$ cat src/rtl/lcd_sequencer.sv
// Control stage for the 4-bit HD44780 path: power-on wait, fixed init sequence, then host bytes split into nibble commands.
// Optional command watchdog is built when LCD_SEQ_TIMEOUT_EN is defined.
module lcd_sequencer #(
    parameter int unsigned POWER_ON_CYCLES   = 750000,
    parameter int unsigned INIT_LONG_CYCLES  = 205000,
    parameter int unsigned INIT_MID_CYCLES   = 5000,
    parameter int unsigned CMD_CYCLES        = 2000,
    parameter int unsigned CLEAR_CYCLES      = 82000,
    parameter int unsigned NIBBLE_GAP_CYCLES = 50,
    parameter int unsigned TIMEOUT_CYCLES    = 400000
) (
    input  logic        CLK,
    input  logic        RST,
    input  logic        wrValid,
    input  logic        wrRS,
    input  logic [7:0]  wrData,
    output logic        wrReady,
    output logic        initDone,
    output logic        cmdError,
    output logic        sendCommand,
    output logic [4:0]  command,
    output logic [20:0] commandDelay,
    input  logic        commandDone
);

    localparam int unsigned CNT_W     = 20;
    localparam int unsigned DLY_W     = 21;
    localparam int unsigned IDX_W     = 4;
    localparam int unsigned CMD_W     = 5;
    localparam int unsigned INIT_LAST = 13;

    // Elaboration-time range check on the delay parameters.
    if (POWER_ON_CYCLES == 0 || POWER_ON_CYCLES > (1 << CNT_W) ||
        INIT_LONG_CYCLES >= (1 << DLY_W) || INIT_MID_CYCLES >= (1 << DLY_W) ||
        CMD_CYCLES >= (1 << DLY_W) || CLEAR_CYCLES >= (1 << DLY_W) ||
        NIBBLE_GAP_CYCLES >= (1 << DLY_W) || TIMEOUT_CYCLES < 2 ||
        TIMEOUT_CYCLES >= (1 << DLY_W)) begin : g_param_check
        $error("lcd_sequencer: delay parameter out of range");
    end

    typedef enum logic [2:0] {
        RESET_WAIT,
        INIT_ISSUE,
        INIT_WAIT,
        IDLE,
        HI_ISSUE,
        HI_WAIT,
        LO_ISSUE,
        LO_WAIT
    } state_t;

    state_t             state_q, state_d;
    logic [CNT_W-1:0]   cnt_q, cnt_d;
    logic [IDX_W-1:0]   idx_q, idx_d;
    logic               rs_q, rs_d;
    logic [7:0]         data_q, data_d;
    logic               send_command_q, send_command_d;
    logic [CMD_W-1:0]   command_q, command_d;
    logic [DLY_W-1:0]   command_delay_q, command_delay_d;
    logic               wr_ready_q, wr_ready_d;
    logic               init_done_q, init_done_d;
`ifdef LCD_SEQ_TIMEOUT_EN
    logic [DLY_W-1:0]   wd_q, wd_d;
    logic               cmd_error_q, cmd_error_d;
`endif

    function automatic logic [3:0] rom_nibble(input logic [IDX_W-1:0] idx);
        logic [3:0] nib;
        case (idx)
            4'd0, 4'd1, 4'd2: nib = 4'h3;
            4'd3, 4'd4:       nib = 4'h2;
            4'd5, 4'd7:       nib = 4'h8;
            4'd9:             nib = 4'h1;
            4'd11:            nib = 4'h6;
            4'd13:            nib = 4'hC;
            default:          nib = 4'h0;
        endcase
        return nib;
    endfunction

    // Past the four wake-up nibbles, even entries are high nibbles and odd entries low nibbles.
    function automatic logic [DLY_W-1:0] rom_delay(input logic [IDX_W-1:0] idx);
        logic [DLY_W-1:0] dly;
        case (idx)
            4'd0:       dly = DLY_W'(INIT_LONG_CYCLES);
            4'd1:       dly = DLY_W'(INIT_MID_CYCLES);
            4'd2, 4'd3: dly = DLY_W'(CMD_CYCLES);
            4'd9:       dly = DLY_W'(CLEAR_CYCLES);
            default:    dly = idx[0] ? DLY_W'(CMD_CYCLES) : DLY_W'(NIBBLE_GAP_CYCLES);
        endcase
        return dly;
    endfunction

    // Clear display (0x01) and return home (0x02/0x03) need the long settle time.
    function automatic logic [DLY_W-1:0] lo_delay(input logic rs, input logic [7:0] data);
        logic [DLY_W-1:0] dly;
        if (!rs && data[7:2] == 6'd0 && data[1:0] != 2'd0) begin
            dly = DLY_W'(CLEAR_CYCLES);
        end else begin
            dly = DLY_W'(CMD_CYCLES);
        end
        return dly;
    endfunction

    always_ff @(posedge CLK) begin
        if (RST) begin
            state_q         <= RESET_WAIT;
            cnt_q           <= '0;
            idx_q           <= '0;
            rs_q            <= 1'b0;
            data_q          <= '0;
            send_command_q  <= 1'b0;
            command_q       <= '0;
            command_delay_q <= '0;
            wr_ready_q      <= 1'b0;
            init_done_q     <= 1'b0;
`ifdef LCD_SEQ_TIMEOUT_EN
            wd_q            <= '0;
            cmd_error_q     <= 1'b0;
`endif
        end else begin
            state_q         <= state_d;
            cnt_q           <= cnt_d;
            idx_q           <= idx_d;
            rs_q            <= rs_d;
            data_q          <= data_d;
            send_command_q  <= send_command_d;
            command_q       <= command_d;
            command_delay_q <= command_delay_d;
            wr_ready_q      <= wr_ready_d;
            init_done_q     <= init_done_d;
`ifdef LCD_SEQ_TIMEOUT_EN
            wd_q            <= wd_d;
            cmd_error_q     <= cmd_error_d;
`endif
        end
    end

    // Next state, then registered outputs derived from the state being entered.
    always_comb begin
        state_d         = state_q;
        cnt_d           = cnt_q;
        idx_d           = idx_q;
        rs_d            = rs_q;
        data_d          = data_q;
        send_command_d  = 1'b0;
        command_d       = command_q;
        command_delay_d = command_delay_q;
        wr_ready_d      = 1'b0;
        init_done_d     = init_done_q;
`ifdef LCD_SEQ_TIMEOUT_EN
        wd_d            = wd_q;
        cmd_error_d     = cmd_error_q;
`endif

        case (state_q)
            RESET_WAIT: begin
                if (cnt_q == CNT_W'(POWER_ON_CYCLES - 1)) begin
                    state_d = INIT_ISSUE;
                    idx_d   = '0;
                    cnt_d   = '0;
                end else begin
                    cnt_d = cnt_q + CNT_W'(1);
                end
            end
            INIT_ISSUE: state_d = INIT_WAIT;
            INIT_WAIT: begin
                if (commandDone) begin
                    if (idx_q == IDX_W'(INIT_LAST)) begin
                        init_done_d = 1'b1;
                        state_d     = IDLE;
                    end else begin
                        idx_d   = idx_q + IDX_W'(1);
                        state_d = INIT_ISSUE;
                    end
                end
            end
            IDLE: begin
                if (wrValid) begin
                    rs_d    = wrRS;
                    data_d  = wrData;
                    state_d = HI_ISSUE;
                end
            end
            HI_ISSUE: state_d = HI_WAIT;
            HI_WAIT: begin
                if (commandDone) begin
                    state_d = LO_ISSUE;
                end
            end
            LO_ISSUE: state_d = LO_WAIT;
            LO_WAIT: begin
                if (commandDone) begin
                    state_d = IDLE;
                end
            end
            default: state_d = RESET_WAIT;
        endcase

`ifdef LCD_SEQ_TIMEOUT_EN
        // Watchdog: restarts at each strobe, trips when a WAIT state sees no completion in time.
        case (state_q)
            INIT_ISSUE, HI_ISSUE, LO_ISSUE: wd_d = DLY_W'(1);
            INIT_WAIT, HI_WAIT, LO_WAIT: begin
                wd_d = wd_q + DLY_W'(1);
                if (!commandDone && wd_q == DLY_W'(TIMEOUT_CYCLES - 1)) begin
                    state_d     = RESET_WAIT;
                    cnt_d       = '0;
                    cmd_error_d = 1'b1;
                    init_done_d = 1'b0;
                end
            end
            default: wd_d = '0;
        endcase
`endif

        case (state_d)
            INIT_ISSUE: begin
                send_command_d  = 1'b1;
                command_d       = {1'b0, rom_nibble(idx_d)};
                command_delay_d = rom_delay(idx_d);
            end
            HI_ISSUE: begin
                send_command_d  = 1'b1;
                command_d       = {rs_d, data_d[7:4]};
                command_delay_d = DLY_W'(NIBBLE_GAP_CYCLES);
            end
            LO_ISSUE: begin
                send_command_d  = 1'b1;
                command_d       = {rs_q, data_q[3:0]};
                command_delay_d = lo_delay(rs_q, data_q);
            end
            default: ;
        endcase

        wr_ready_d = (state_d == IDLE);
    end

    assign sendCommand  = send_command_q;
    assign command      = command_q;
    assign commandDelay = command_delay_q;
    assign wrReady      = wr_ready_q;
    assign initDone     = init_done_q;
`ifdef LCD_SEQ_TIMEOUT_EN
    assign cmdError     = cmd_error_q;
`else
    assign cmdError     = 1'b0;
`endif

endmodule

$ cat config.mk
export PLATFORM = sky130hd
export DESIGN_NAME = lcd_sequencer
export DESIGN_NICKNAME = d
export VERILOG_FILES = /design/src/rtl/lcd_sequencer.sv
export SDC_FILE = /design/constraint.sdc
export NUM_CORES = 1
export LEC_CHECK = 0
export ABC_AREA = 1
export BUFFER_PORTS_ARGS = -buffer_cell sky130_fd_sc_hd__clkbuf_2
export CAP_MARGIN = 20
export CORE_UTILIZATION = 57
export DETAILED_ROUTE_END_ITERATION = 8
export PLACE_DENSITY_LB_ADDON = 0.15
export SYNTH_ARGS = -nofsm -noshare
export SYNTH_HDL_FRONTEND = slang
export SYNTH_SLANG_ARGS = --single-unit
export TNS_END_PERCENT = 5
$ cat constraint.sdc
create_clock -name CLK -period 2.3 [get_ports CLK]
set_input_delay 0.345 -clock CLK [delete_from_list [all_inputs] [get_ports CLK]]
set_output_delay 0.345 -clock CLK [all_outputs]
set_load 0.005 [all_outputs]
==> out/results.ini <==
[die]
ios=43
start_util_pct=60.34
die_w_microns=73.41
coreArea_sq_mm=0.004817
fp-row-count=25
die-area_sq_mm=0.005389
die_y_microns=73.41

[logic_synthesis]
synthArstFlopShare_pct=0
synthTopCellsByArea=dfxtp_1, nand2_1, nor2_1
netlist_area_sq_mm=0.002907
synth-warning-count=0
yosysSeqAreaShare_pct=37.88
synth_top_area_share_pct=37.88
syn_area_per_cell_sq_um=7.321
synth_ff_type=dfxtp_1
synth_edf_count=0
synth_cell_types=45
syn_inst=397
yosysTopAreaCell=dfxtp_1
ys_ff_latch=55

[setup_path]
critPathRequiredTime_ns=2.56
startpoint=idx_q[1]$_SDFF_PP0_
cp_max_fo=7
cpMostUsedCell=nand2_1
slowest_delay_ns=0.38
path_buf_inv=1
critPathCaptureType=register
crit_family=simple AND/OR/NAND/NOR gates
cp_cell_sequence=inv_1 -> ha_1 -> nand3_1 -> nand2_1 -> nand2_1 -> nor2_1 -> nor2_2 -> nand3_4 -> nor2_2 -> nand4_2 -> o21ai_2 -> nand2_1 -> a21oi_2
r2r_start=idx_q[1]$_SDFF_PP0_
start_kind=register
slowest_stage=dfxtp_2
arrival_ns=2.35
worstSetupPathType=reg2reg

[timing]
fmax_mhz=479.8
finalMaxSlewViolations=0
finalHoldWorstSlack_ns=0.2406
hold_viol=0
rsz0062_at_grt=false
final-setup-viol-count=0
period_needed_ns=2.084
post-route-period-util_pct=90.61
fin_tns_setup_ns=0
fin_skew_ns=0.009869
max_slew_margin_pct=64.64
worstMarginPinSlew_ns=0.5291

[global_routing]
grt_pass1_wl_microns=9798
antenna_found_initial=0
grt_usage_pct=23.44
gr-total-overflow=0
use_met3_pct=4.527
grt_use_met2_pct=36.21
busiest_layer=met2
grt_pass1_vias=2197
grt_start_max_net_pins=26
grt_util_met1_pct=33.68

[clock_network]
cts_root_buf=clkbuf_8
cts.sinks=55
cts_max_level=2
cts_tree=yes
path_clk_slew_ns=0.11
cts_hold_buf=0
cts_buffers=5
cts.path.max_buffers=2
clk_latency_ns=0.32

[placement]
numPortBuffers=34
hpwl_microns=4279
globalplace.congestion=0.8918

[finish]
drive_gt1_share_pct=20.70
area_growth_pct=9.643
diodes=0
final_cell_mix=nand2_1, dfxtp_1, nor2_1, inv_1, clkbuf_2
nets=445
final_common_cell=nand2_1

[run_status]
status=completed

[worst_hold_path]
hold_class=in2reg
min_from=wrData[2]

[route]
vias=2500
vias_per_cell=5.030
wl_per_cell_microns=11.41
dr.pass1.iters=5
drc=0
drt_wl_total_microns=5669
drtIter0Drc=127
postRouteAntennaNets=0

[power_and_ir_drop]
irDropWorstVdd_mv=0.5114
p_per_area_mw_per_mm2=643.9
finalPower_mw=2.052
leakagePower_nw=1.335

[job]
maxCapViolations=0

stage by stage:
stage | std cells | instance area (sq um) | setup WS, ns | util (%)
after detailed placement | 489 | 3085 | 0.1732 | 64.05
after global routing | 497 | 3187 | 0.002816 | 66.16
after global placement | 489 | 3085 | 0.3084 | 64.05
after floorplan | 404 | 2933 | 0.4759 | -
after CTS | 497 | 3181 | 0.1726 | 66.03
final | 497 | 3187 | 0.2159 | 66.16
cell families (layout without fill, tap and decap cells):
group	Yosys count	in the layout	share of synthesized area [%]
other	1	8	0.1290
adders and majority gates	3	3	1.292
AOI/OAI and AO/OA	64	64	12.96
buffers and inverters	69	95	10.72
and+or+nand+nor	200	200	35.51
xor gates and xnor gates	5	5	1.507
DFF	55	55	37.88
tightest hold or removal path: stages:
cell and delay, ns:
clkbuf_2 0.08, nor2_1 0.03, nor2_1 0.08
final cells by class:
cell class	instances	area, sq um
clock buffer	5	68.82
tap	67	83.83
timing repair buffer	37	192.7
sequential	55	1102
clock inverter	3	26.28
fill	435	1630
multi-input combinational	280	1525
inverter	50	187.7
synth_stat cells, types with 3 or more instances:
cell type	n
buf_4	12
nor2_1	52
o21ai_1	3
nand2_4	4
inv_2	8
dfxtp_1	55
nand2_2	4
nor2_2	5
nand3_2	4
nor3_1	8
a21oi_1	23
nand4_1	5
inv_1	42
a21boi_0	3
o211ai_1	3
a31oi_1	5
xnor2_1	3
nand2_1	79
nand3_1	20
nor2_4	6
ha_1	3
nor3b_1	3
clkbuf_1	5
o21ai_0	16
sequential cells by signal, indices dropped and copies added, names as in the netlist:
signal,flops
data_q,8
cnt_q,20
sendCommand,1
idx_q,4
wrReady,1
commandDelay,11
state_q,3
command,5
rs_q,1
initDone,1
metal layers:
layer	routed length, microns	up-vias	share of wire, %
met5	0	-	0
met3	324	6	5.7
li1	-	1331	-
met1	2903	1100	51
met4	60	0	1.1
met2	2381	63	42
power by group:
| part | internal (mW) | total, mW | switching [mW] |
|---|---|---|---|
| clock | 0.227 | 0.575 | 0.348 |
| combinational | 0.151 | 0.400 | 0.249 |
| sequential | 1.03 | 1.08 | 0.0500 |
final timing paths:
kind | endpoint | slack, ns | cells after the start
worst min-delay path | data_q[2]$_SDFFE_PP0P_ | 0.24 | 3
worst max-delay path | commandDelay[16]$_SDFFE_PP0P_ | 0.22 | 13
worst max register to register | commandDelay[16]$_SDFFE_PP0P_ | 0.22 | 13
worst min register to register | data_q[6]$_SDFF_PP0_ | 0.47 | 2
repair_timing:
action                     CTS  global route
setup endpoints to repair    0             4
gates resized for setup      0             2
setup buffers                0             0
Note: power is estimated with default switching activity, not from simulation.
